[src/rtl/mips_ctrl_pkg.sv]
// Shared encodings for the multicycle MIPS control unit: opcodes, FSM states,
// ALU operation codes and datapath mux select codes.
package mips_ctrl_pkg;

  // Opcodes (IR[31:26])
  localparam logic [5:0] OP_RTYPE = 6'h00;
  localparam logic [5:0] OP_J     = 6'h02;
  localparam logic [5:0] OP_JAL   = 6'h03;
  localparam logic [5:0] OP_BEQ   = 6'h04;
  localparam logic [5:0] OP_BNE   = 6'h05;
  localparam logic [5:0] OP_ADDI  = 6'h08;
  localparam logic [5:0] OP_ORI   = 6'h0d;
  localparam logic [5:0] OP_LUI   = 6'h0f;
  localparam logic [5:0] OP_LW    = 6'h23;
  localparam logic [5:0] OP_SW    = 6'h2b;

  // FSM states; encodings 13..15 are unused and recover to FETCH
  typedef enum logic [3:0] {
    S_FETCH    = 4'd0,
    S_DECODE   = 4'd1,
    S_MEM_ADDR = 4'd2,
    S_MEM_RD   = 4'd3,
    S_LOAD_WB  = 4'd4,
    S_MEM_WR   = 4'd5,
    S_EXEC_R   = 4'd6,
    S_WB_R     = 4'd7,
    S_EXEC_I   = 4'd8,
    S_WB_I     = 4'd9,
    S_BRANCH   = 4'd10,
    S_JUMP     = 4'd11,
    S_JAL      = 4'd12
  } state_t;

  // ALU operation codes
  localparam logic [2:0] ALU_ADD   = 3'b000;
  localparam logic [2:0] ALU_SUB   = 3'b001;
  localparam logic [2:0] ALU_OR    = 3'b101;
  localparam logic [2:0] ALU_LUI   = 3'b110;
  localparam logic [2:0] ALU_RTYPE = 3'b111;

  // PC source select
  localparam logic [1:0] PCSRC_ALU    = 2'b00;
  localparam logic [1:0] PCSRC_ALUOUT = 2'b01;
  localparam logic [1:0] PCSRC_JUMP   = 2'b10;

  // ALU B operand select
  localparam logic [1:0] SRCB_REG    = 2'b00;
  localparam logic [1:0] SRCB_FOUR   = 2'b01;
  localparam logic [1:0] SRCB_IMM    = 2'b10;
  localparam logic [1:0] SRCB_IMMSH2 = 2'b11;

  // Register file write address select
  localparam logic [1:0] REGDST_RT = 2'b00;
  localparam logic [1:0] REGDST_RD = 2'b01;
  localparam logic [1:0] REGDST_RA = 2'b10;

  // Register file write data select
  localparam logic [1:0] M2R_ALUOUT = 2'b00;
  localparam logic [1:0] M2R_MDR    = 2'b01;
  localparam logic [1:0] M2R_PC     = 2'b10;

  // True for every opcode the control unit knows how to sequence
  function automatic logic is_supported_op(input logic [5:0] op);
    case (op)
      OP_RTYPE, OP_J, OP_JAL, OP_BEQ, OP_BNE,
      OP_ADDI, OP_ORI, OP_LUI, OP_LW, OP_SW: is_supported_op = 1'b1;
      default:                               is_supported_op = 1'b0;
    endcase
  endfunction

endpackage

[src/rtl/multicycle_ctrl_outdec.sv]
// Combinational output decoder: maps the current FSM state (and the opcode
// where a state needs it) onto every datapath control signal.
// Optional feature macro: MULTICYCLE_MEM_WAIT_EN (adds mem_ready gating in FETCH).
module multicycle_ctrl_outdec
  import mips_ctrl_pkg::*;
#(
  parameter int STATE_W = 4
) (
  input  logic [STATE_W-1:0] state,
  input  logic [5:0]         OP,
`ifdef MULTICYCLE_MEM_WAIT_EN
  input  logic               mem_ready,
`endif
  output logic               IorD,
  output logic               MemRead,
  output logic               MemWrite,
  output logic               IRWrite,
  output logic               PCWrite,
  output logic               BranchEQ,
  output logic               BranchNE,
  output logic [1:0]         PCSrc,
  output logic               ALUSrcA,
  output logic [1:0]         ALUSrcB,
  output logic [2:0]         ALUOp,
  output logic [1:0]         RegDst,
  output logic [1:0]         MemtoReg,
  output logic               RegWrite,
  output logic               illegal_op
);

  // Moore decode: everything defaults to 0, each state raises only its own signals
  always_comb begin
    IorD       = 1'b0;
    MemRead    = 1'b0;
    MemWrite   = 1'b0;
    IRWrite    = 1'b0;
    PCWrite    = 1'b0;
    BranchEQ   = 1'b0;
    BranchNE   = 1'b0;
    PCSrc      = PCSRC_ALU;
    ALUSrcA    = 1'b0;
    ALUSrcB    = SRCB_REG;
    ALUOp      = ALU_ADD;
    RegDst     = REGDST_RT;
    MemtoReg   = M2R_ALUOUT;
    RegWrite   = 1'b0;
    illegal_op = 1'b0;
    case (state)
      STATE_W'(S_FETCH): begin
        MemRead = 1'b1;
`ifdef MULTICYCLE_MEM_WAIT_EN
        // IR and PC must only load on the cycle the memory returns data
        IRWrite = mem_ready;
        PCWrite = mem_ready;
`else
        IRWrite = 1'b1;
        PCWrite = 1'b1;
`endif
        ALUSrcB = SRCB_FOUR;
      end
      STATE_W'(S_DECODE): begin
        ALUSrcB    = SRCB_IMMSH2;
        illegal_op = ~is_supported_op(OP);
      end
      STATE_W'(S_MEM_ADDR): begin
        ALUSrcA = 1'b1;
        ALUSrcB = SRCB_IMM;
      end
      STATE_W'(S_MEM_RD): begin
        IorD    = 1'b1;
        MemRead = 1'b1;
      end
      STATE_W'(S_LOAD_WB): begin
        MemtoReg = M2R_MDR;
        RegWrite = 1'b1;
      end
      STATE_W'(S_MEM_WR): begin
        IorD     = 1'b1;
        MemWrite = 1'b1;
      end
      STATE_W'(S_EXEC_R): begin
        ALUSrcA = 1'b1;
        ALUOp   = ALU_RTYPE;
      end
      STATE_W'(S_WB_R): begin
        RegDst   = REGDST_RD;
        RegWrite = 1'b1;
      end
      STATE_W'(S_EXEC_I): begin
        ALUSrcA = 1'b1;
        ALUSrcB = SRCB_IMM;
        case (OP)
          OP_ORI:  ALUOp = ALU_OR;
          OP_LUI:  ALUOp = ALU_LUI;
          default: ALUOp = ALU_ADD;
        endcase
      end
      STATE_W'(S_WB_I): begin
        RegWrite = 1'b1;
      end
      STATE_W'(S_BRANCH): begin
        ALUSrcA  = 1'b1;
        ALUOp    = ALU_SUB;
        PCSrc    = PCSRC_ALUOUT;
        BranchEQ = (OP == OP_BEQ);
        BranchNE = (OP == OP_BNE);
      end
      STATE_W'(S_JUMP): begin
        PCWrite = 1'b1;
        PCSrc   = PCSRC_JUMP;
      end
      STATE_W'(S_JAL): begin
        // PC already holds PC+4, so it is the link value written to $ra
        PCWrite  = 1'b1;
        PCSrc    = PCSRC_JUMP;
        RegDst   = REGDST_RA;
        MemtoReg = M2R_PC;
        RegWrite = 1'b1;
      end
      default: ;
    endcase
  end

endmodule

[src/rtl/multicycle_control.sv]
// Multicycle MIPS control unit: state register plus next-state logic; all
// control outputs come from the multicycle_ctrl_outdec decoder.
// Optional feature macro: MULTICYCLE_MEM_WAIT_EN (memory states wait on mem_ready).
module multicycle_control
  import mips_ctrl_pkg::*;
#(
  parameter int STATE_W = 4
) (
  input  logic               clk,
  input  logic               reset,
  input  logic [5:0]         OP,
`ifdef MULTICYCLE_MEM_WAIT_EN
  input  logic               mem_ready,
`endif
  output logic               IorD,
  output logic               MemRead,
  output logic               MemWrite,
  output logic               IRWrite,
  output logic               PCWrite,
  output logic               BranchEQ,
  output logic               BranchNE,
  output logic [1:0]         PCSrc,
  output logic               ALUSrcA,
  output logic [1:0]         ALUSrcB,
  output logic [2:0]         ALUOp,
  output logic [1:0]         RegDst,
  output logic [1:0]         MemtoReg,
  output logic               RegWrite,
  output logic               illegal_op,
  output logic [STATE_W-1:0] state_o
);

  logic [STATE_W-1:0] r_state;
  logic [STATE_W-1:0] w_next_state;
  logic               w_mem_go;

`ifdef MULTICYCLE_MEM_WAIT_EN
  assign w_mem_go = mem_ready;
`else
  assign w_mem_go = 1'b1;
`endif

  // State register; reset drops straight back to FETCH, abandoning any instruction
  always_ff @(posedge clk or negedge reset) begin
    if (!reset) r_state <= STATE_W'(S_FETCH);
    else        r_state <= w_next_state;
  end

  // Next-state sequencing; unknown states and illegal opcodes return to FETCH
  always_comb begin
    w_next_state = STATE_W'(S_FETCH);
    case (r_state)
      STATE_W'(S_FETCH):    w_next_state = w_mem_go ? STATE_W'(S_DECODE) : STATE_W'(S_FETCH);
      STATE_W'(S_DECODE): begin
        case (OP)
          OP_LW, OP_SW:          w_next_state = STATE_W'(S_MEM_ADDR);
          OP_RTYPE:              w_next_state = STATE_W'(S_EXEC_R);
          OP_ADDI, OP_ORI, OP_LUI: w_next_state = STATE_W'(S_EXEC_I);
          OP_BEQ, OP_BNE:        w_next_state = STATE_W'(S_BRANCH);
          OP_J:                  w_next_state = STATE_W'(S_JUMP);
          OP_JAL:                w_next_state = STATE_W'(S_JAL);
          default:               w_next_state = STATE_W'(S_FETCH);
        endcase
      end
      STATE_W'(S_MEM_ADDR): w_next_state = (OP == OP_LW) ? STATE_W'(S_MEM_RD) : STATE_W'(S_MEM_WR);
      STATE_W'(S_MEM_RD):   w_next_state = w_mem_go ? STATE_W'(S_LOAD_WB) : STATE_W'(S_MEM_RD);
      STATE_W'(S_MEM_WR):   w_next_state = w_mem_go ? STATE_W'(S_FETCH) : STATE_W'(S_MEM_WR);
      STATE_W'(S_EXEC_R):   w_next_state = STATE_W'(S_WB_R);
      STATE_W'(S_EXEC_I):   w_next_state = STATE_W'(S_WB_I);
      default:              w_next_state = STATE_W'(S_FETCH);
    endcase
  end

  assign state_o = r_state;

  multicycle_ctrl_outdec #(
    .STATE_W (STATE_W)
  ) u_outdec (
    .state      (r_state),
    .OP         (OP),
`ifdef MULTICYCLE_MEM_WAIT_EN
    .mem_ready  (mem_ready),
`endif
    .IorD       (IorD),
    .MemRead    (MemRead),
    .MemWrite   (MemWrite),
    .IRWrite    (IRWrite),
    .PCWrite    (PCWrite),
    .BranchEQ   (BranchEQ),
    .BranchNE   (BranchNE),
    .PCSrc      (PCSrc),
    .ALUSrcA    (ALUSrcA),
    .ALUSrcB    (ALUSrcB),
    .ALUOp      (ALUOp),
    .RegDst     (RegDst),
    .MemtoReg   (MemtoReg),
    .RegWrite   (RegWrite),
    .illegal_op (illegal_op)
  );

endmodule

[config.mk]
export PLATFORM = sky130hd
export DESIGN_NAME = multicycle_control
export DESIGN_NICKNAME = d
export VERILOG_FILES = /design/src/rtl/mips_ctrl_pkg.sv /design/src/rtl/multicycle_ctrl_outdec.sv /design/src/rtl/multicycle_control.sv
export SDC_FILE = /design/constraint.sdc
export NUM_CORES = 1
export LEC_CHECK = 0
export ABC_AREA = 0
export ABC_CLOCK_PERIOD_IN_PS = 2400
export CAP_MARGIN = 20
export CORE_UTILIZATION = 42
export CTS_CLUSTER_DIAMETER = 80
export DETAILED_ROUTE_END_ITERATION = 8
export GPL_TIMING_DRIVEN = 0
export HOLD_SLACK_MARGIN = 0.15
export PLACE_DENSITY = 0.84
export SETUP_SLACK_MARGIN = 0.3
export SLEW_MARGIN = 10
export SYNTH_ARGS = -nofsm -noshare
export SYNTH_HDL_FRONTEND = slang
export SYNTH_HIERARCHICAL = 1
export SYNTH_SLANG_ARGS = --single-unit
[constraint.sdc]
create_clock -name clk -period 2.4 [get_ports clk]
set_input_delay 0.48 -clock clk [delete_from_list [all_inputs] [get_ports clk]]
set_output_delay 0.48 -clock clk [all_outputs]
set_load 0.01 [all_outputs]
# --- Word level (Yosys, flattened, before mapping) ---
# Cells that the tools add are included.
word_totals:
  word_cells: 57
  regBits: 4
  romBits: 0
  mem_bits_rw: 0
  mem_count: 0
  latchBits: 0
  input_bits: 8
  out_inout_bits: 25
op_classes:
  order_cmp: 0
  addsub: 0
  shifts: 0
  reduce_logical: 13
  n_bitwise: 1
  eq_ne: 21
  mux: 21
  multipliers: 0
  div_mod_pow: 0
ops:
  columns: ["cell", "count"]
  rows:
  - ["one-hot mux 4 bit (6 select lines)", 2]
  - ["equality test 4 bit (second input constant)", 5]
  - ["equality test 6 x 4 -> 1 bit (second input constant)", 3]
  - ["equality test 4 x 3 -> 1 bit (second input constant)", 4]
  - ["equality test 6 x 2 -> 1 bit (second input constant)", 2]
  - ["equality test 6 x 3 -> 1 bit (second input constant)", 2]
  - ["equality test 6 bit (second input constant)", 2]
  - ["two-way mux 1 bit", 12]
  - ["one-hot mux 2 bit (2 select lines)", 3]
  - ["OR reduction 2 bit", 6]
  - ["OR reduction 10 bit", 1]
  - ["one-hot mux 3 bit (3 select lines)", 1]
  - ["equality test 4 x 2 -> 1 bit (second input constant)", 2]
  - ["OR reduction 4 bit", 2]
  - ["zero test 6 bit", 1]
  - ["one-hot mux 2 bit (3 select lines)", 1]
  - ["one-hot mux 3 bit (2 select lines)", 1]
  - ["OR reduction 3 bit", 2]
  - ["equality test 4 x 1 -> 1 bit (second input constant)", 1]
  - ["zero test 4 bit", 1]
  - ["two-way mux 3 bit", 1]
  - ["NOT 1 bit", 1]

# --- Depth between registers and ports, before layout ---
logic_depth:
  depth_word: 6
  ltp_mapped: 5
  depth_no_buf: 4

# --- Modules after synthesis ---
# Netlist, hierarchy kept.
by_module_without_submodules:
  columns: ["mod", "seq_area_each_um2", "cells_per_inst", "area_each_um2", "instances"]
  rows:
  - ["multicycle_ctrl_outdec", 0.0, 55, 337.8, 1]
  - ["multicycle_control", 100.1, 34, 304.0, 1]

# --- Worst setup path before layout ---
# No wires, ideal clock.
synth_timing:
  kind: "register to output"
  from: "register r_state[3] (netlist: state_o[3])"
  to: "output PCWrite"
  stages_incl_launch_ff: 4
  slack_ps: 561
  required_ps: 1920
  arrival_time_ps: 1359
  n_path_buf: 1
  path_cell_list: "dfrtp_1 > buf_4 > nor4_1 > a21o_1"
synth_via:
  elab_chain_cells: 3
  word_cells_on_any_way: 5
  classes_between: "eq/ne: 2; mux: 1; reduce/logical: 2"
synth_rtl:
  columns: ["item", "line", "text"]
  rows:
  - ["start: declaration", "multicycle_control.sv:33", "logic [STATE_W-1:0] r_state;"]
  - ["start signal: assignment", "multicycle_control.sv:45", "if (!reset) r_state <= STATE_W'(S_FETCH);"]
  - ["start signal: assignment", "multicycle_control.sv:46", "else r_state <= w_next_state;"]
  - ["equality test 4 bit / zero test 4 bit (equally long branches)", "multicycle_ctrl_outdec.sv:48", "case (state)"]
  - ["OR reduction 3 bit (no line) *", null, null]
  - ["two-way mux 1 bit *", "multicycle_ctrl_outdec.sv:48", null]
  - ["end: declaration", "multicycle_control.sv:19", "output logic PCWrite,"]
# Every way passes the cells marked *; elsewhere a longest branch is shown, timed or not.

# --- Final worst setup path ---
layout_timing:
  from: "register r_state[0] (netlist: state_o[0])"
  to: "output PCSrc[1]"
layout_via:
  elab_chain_cells: 3
  word_cells_on_any_way: 5
  classes_between: "eq/ne: 3; mux: 1; reduce/logical: 1"
layout_rtl:
  columns: ["item", "line", "text"]
  rows:
  - ["equality test 4 bit", "multicycle_ctrl_outdec.sv:48", null]
  - ["OR reduction 2 bit (no line)", null, null]
  - ["one-hot mux 2 bit (2 select lines) *", "multicycle_ctrl_outdec.sv:48", null]
  - ["end: declaration", "multicycle_control.sv:22", "output logic [1:0] PCSrc,"]
# Marks and branches as above.

==> impl_metrics.env <==
export IMPL_power_total_uw=713
export IMPL_ys_seq_area_share_pct=15.6
export IMPL_finalHoldViolCount=0
export IMPL_worst_slew_pin_slew_ps=444
export IMPL_dp_slack_ps=-543
export IMPL_insertion_delay_ps=240
export IMPL_critPathMaxStageDelay_ps=390
export IMPL_grt_max_degree=13
export IMPL_status="finished, final reports clean"
export IMPL_synth_edf_count=0
export IMPL_fp_row_count=13
export IMPL_die_x_um=41.1
export IMPL_antenna_cells=0
export IMPL_antenna_found_initial=0
export IMPL_fin_nets=141
export IMPL_reg2reg_from="state_o[1]$_DFF_PN0_"
export IMPL_crit_start="state_o[0]$_DFF_PN0_"
export IMPL_synth_distinct_cells=39
export IMPL_avgViaCountPerCell=5.91
export IMPL_final_common_cell="nor2_1"
export IMPL_cp_required_ps=1920
export IMPL_cts_tree="built"
export IMPL_ir_worst_vdd_uv=714
export IMPL_die_area_mm2=0.00169
export IMPL_drt_iter0_drc=11
export IMPL_grt_pass1_vias=632
export IMPL_io_pins=33
export IMPL_dr_pass1_iters=6
export IMPL_syn_to_final_growth_pct=65.7
export IMPL_portBuffers=32
export IMPL_power_density_mw_per_mm2=670
export IMPL_coreArea_mm2=0.00137
export IMPL_cts_sinks=4
export IMPL_largest_register_ffs=4
export IMPL_path_buf_inv=2
export IMPL_crit_fanout=9
export IMPL_vias=863
export IMPL_die_height_um=41.1
export IMPL_yosysWarnings=6
export IMPL_syn_nets=97
export IMPL_holdWs_ps=447
export IMPL_post_route_period_util_pct=87.6
export IMPL_cts_root_buf="clkbuf_4"
export IMPL_cts_htree_levels=1
export IMPL_synth_area_um2=642
export IMPL_finalMaxSlewViolations=0
export IMPL_leakage_nw=0.524
export IMPL_drt_wl_total_mm=1.96
export IMPL_grt_first_pass_wirelength_mm=2.75
export IMPL_async_flop_share_pct=100
export IMPL_hpwl_mm=1.24
export IMPL_initial_core_util_pct=47.0
export IMPL_crit_path_start_kind="flip-flop"
export IMPL_clk_pin_slew_ps=40
export IMPL_final_cell_mix="14 x nor2_1, 11 x buf_4, 9 x dlygate4sd2_1, 7 x nand2_1"
export IMPL_post_drt_wl_per_cell_um=13.4
export IMPL_postCtsHoldBufs=0
export IMPL_tns_ps=0
export IMPL_path_cells="clkbuf_4 -> nand2b_1 -> o22ai_1 -> and2_1 -> dlygate4sd2_1"
export IMPL_drv_cap=0
export IMPL_critPathTopFamily="buffers and inverters"
export IMPL_max_freq_ghz=0.476
export IMPL_grt_overflow=0
export IMPL_clockBufferDepth=2
export IMPL_setup_violations_final=0
export IMPL_drc=0
export IMPL_synthFlopType="dfrtp_1"
export IMPL_setup_slack_ps=299
export IMPL_layout_min_cycle_time_ps=2100
export IMPL_min_delay_path_class="in -> async"
export IMPL_place_gp_congestion=0.748
export IMPL_synthCells=89
export IMPL_arrival_ps=1620
export IMPL_syn_area_per_cell_um2=7.21
export IMPL_cp_slowest_cell="dfrtp_2"
export IMPL_slew_headroom_pct=69.6
export IMPL_grt_use_total_pct=24.5
export IMPL_critPathKind="reg -> out"
export IMPL_rsz0062_at_grt="yes"
export IMPL_route_antenna_remaining_nets=0
export IMPL_fin_skew_ps=4.80
export IMPL_ys_ff_latch=4
export IMPL_numCtsBuffers=3
export IMPL_cp_end_kind="output pin"
export IMPL_final_layout_size_suffix_gt1_share_pct=35.9
cells by family after synthesis:
| family | after synthesis | synth area share [%] |
|---|---|---|
| AO/OA/AOI/OAI | 26 | 30.4 |
| XOR/XNOR | 3 | 4.09 |
| buffers and inverters | 8 | 8.19 |
| flip-flops | 4 | 15.6 |
| multiplexers | 1 | 1.75 |
| AND/OR/NAND/NOR | 47 | 40.0 |
area by class of cell:
cell class | count | area [µm²]
multi-input cells | 77 | 526
repair buffers | 39 | 328
fillers | 110 | 303
flip-flops and latches | 4 | 105
plain buffers | 7 | 60.1
clock buffers | 3 | 22.5
well taps | 15 | 18.8
inverters | 1 | 3.75
repair_timing:
item	4_1_cts	5_1_grt
setup endpoints to repair	21	14
pin swaps	2	4
setup buffers	6	1
resized for setup	49	24
layer usage:
| metal | vias up | global-route usage [%] | share of wire [%] |
|---|---|---|---|
| li1 | 416 | - | - |
| met1 | 408 | 29.3 | 41 |
| met2 | 37 | 43.4 | 54 |
| met3 | 2 | 4.89 | 4.2 |
| met4 | 0 | 7.26 | 0.61 |
| met5 | - | 0 | 0 |
report_power, final:
part | leakage (nW) | switching, mW | internal, mW
Sequential | 0.0474 | 0.0154 | 0.0855
Clock | 0.0138 | 0.0295 | 0.0561
Combinational | 0.463 | 0.265 | 0.261
Total | 0.524 | 0.310 | 0.402
metrics by stage:
stage                     utilization [%]  cell area, µm²  instances
final                                77.8            1060        146
after global routing                 77.8            1060        146
after CTS                            77.7            1060        145
after detailed placement             71.8             981        136
after global placement               71.8             981        136
after floorplan                         -             642         89
worst reg2reg max path, cell delays in order (launching register included):
cell and delay, ps:
dfrtp_2 430, buf_4 160, buf_4 150, nor4_1 250, o211ai_1 150, nand2_1 100
path summary, 6_finish.rpt:
path | to | slack [ps] | cells past startpoint
worst min-delay path | state_o[2]$_DFF_PN0_ | 450 | 1
worst max-delay path | PCSrc[1] | 300 | 5
min in group clk | state_o[3]$_DFF_PN0_ | 620 | 2
worst max register to register | state_o[1]$_DFF_PN0_ | 1100 | 5
worst min register to register | state_o[3]$_DFF_PN0_ | 620 | 2
max in group asynchronous | state_o[0]$_DFF_PN0_ | 1760 | 1
synthesized netlist by cell type, drive strengths merged, types with 2 or more instances:
cell type / instances / share of area [%]
nor2: 15 / 8.8
buf: 7 / 7.6
nand2: 7 / 4.1
a211oi: 5 / 6.6
dfrtp: 4 / 16
o22ai: 4 / 3.9
a21o: 3 / 3.5
nand2b: 3 / 2.9
nor2b: 3 / 2.9
nor4: 3 / 2.9
and2: 2 / 1.9
and3: 2 / 1.9
nand3: 2 / 1.6
nand4: 2 / 1.9
nor3: 2 / 2.3
nor3b: 2 / 2.3
o211ai: 2 / 2.3
o21ai: 2 / 1.6
or2: 2 / 1.9
xnor2: 2 / 2.7
No activity file was read; power rests on OpenSTA's default activity.
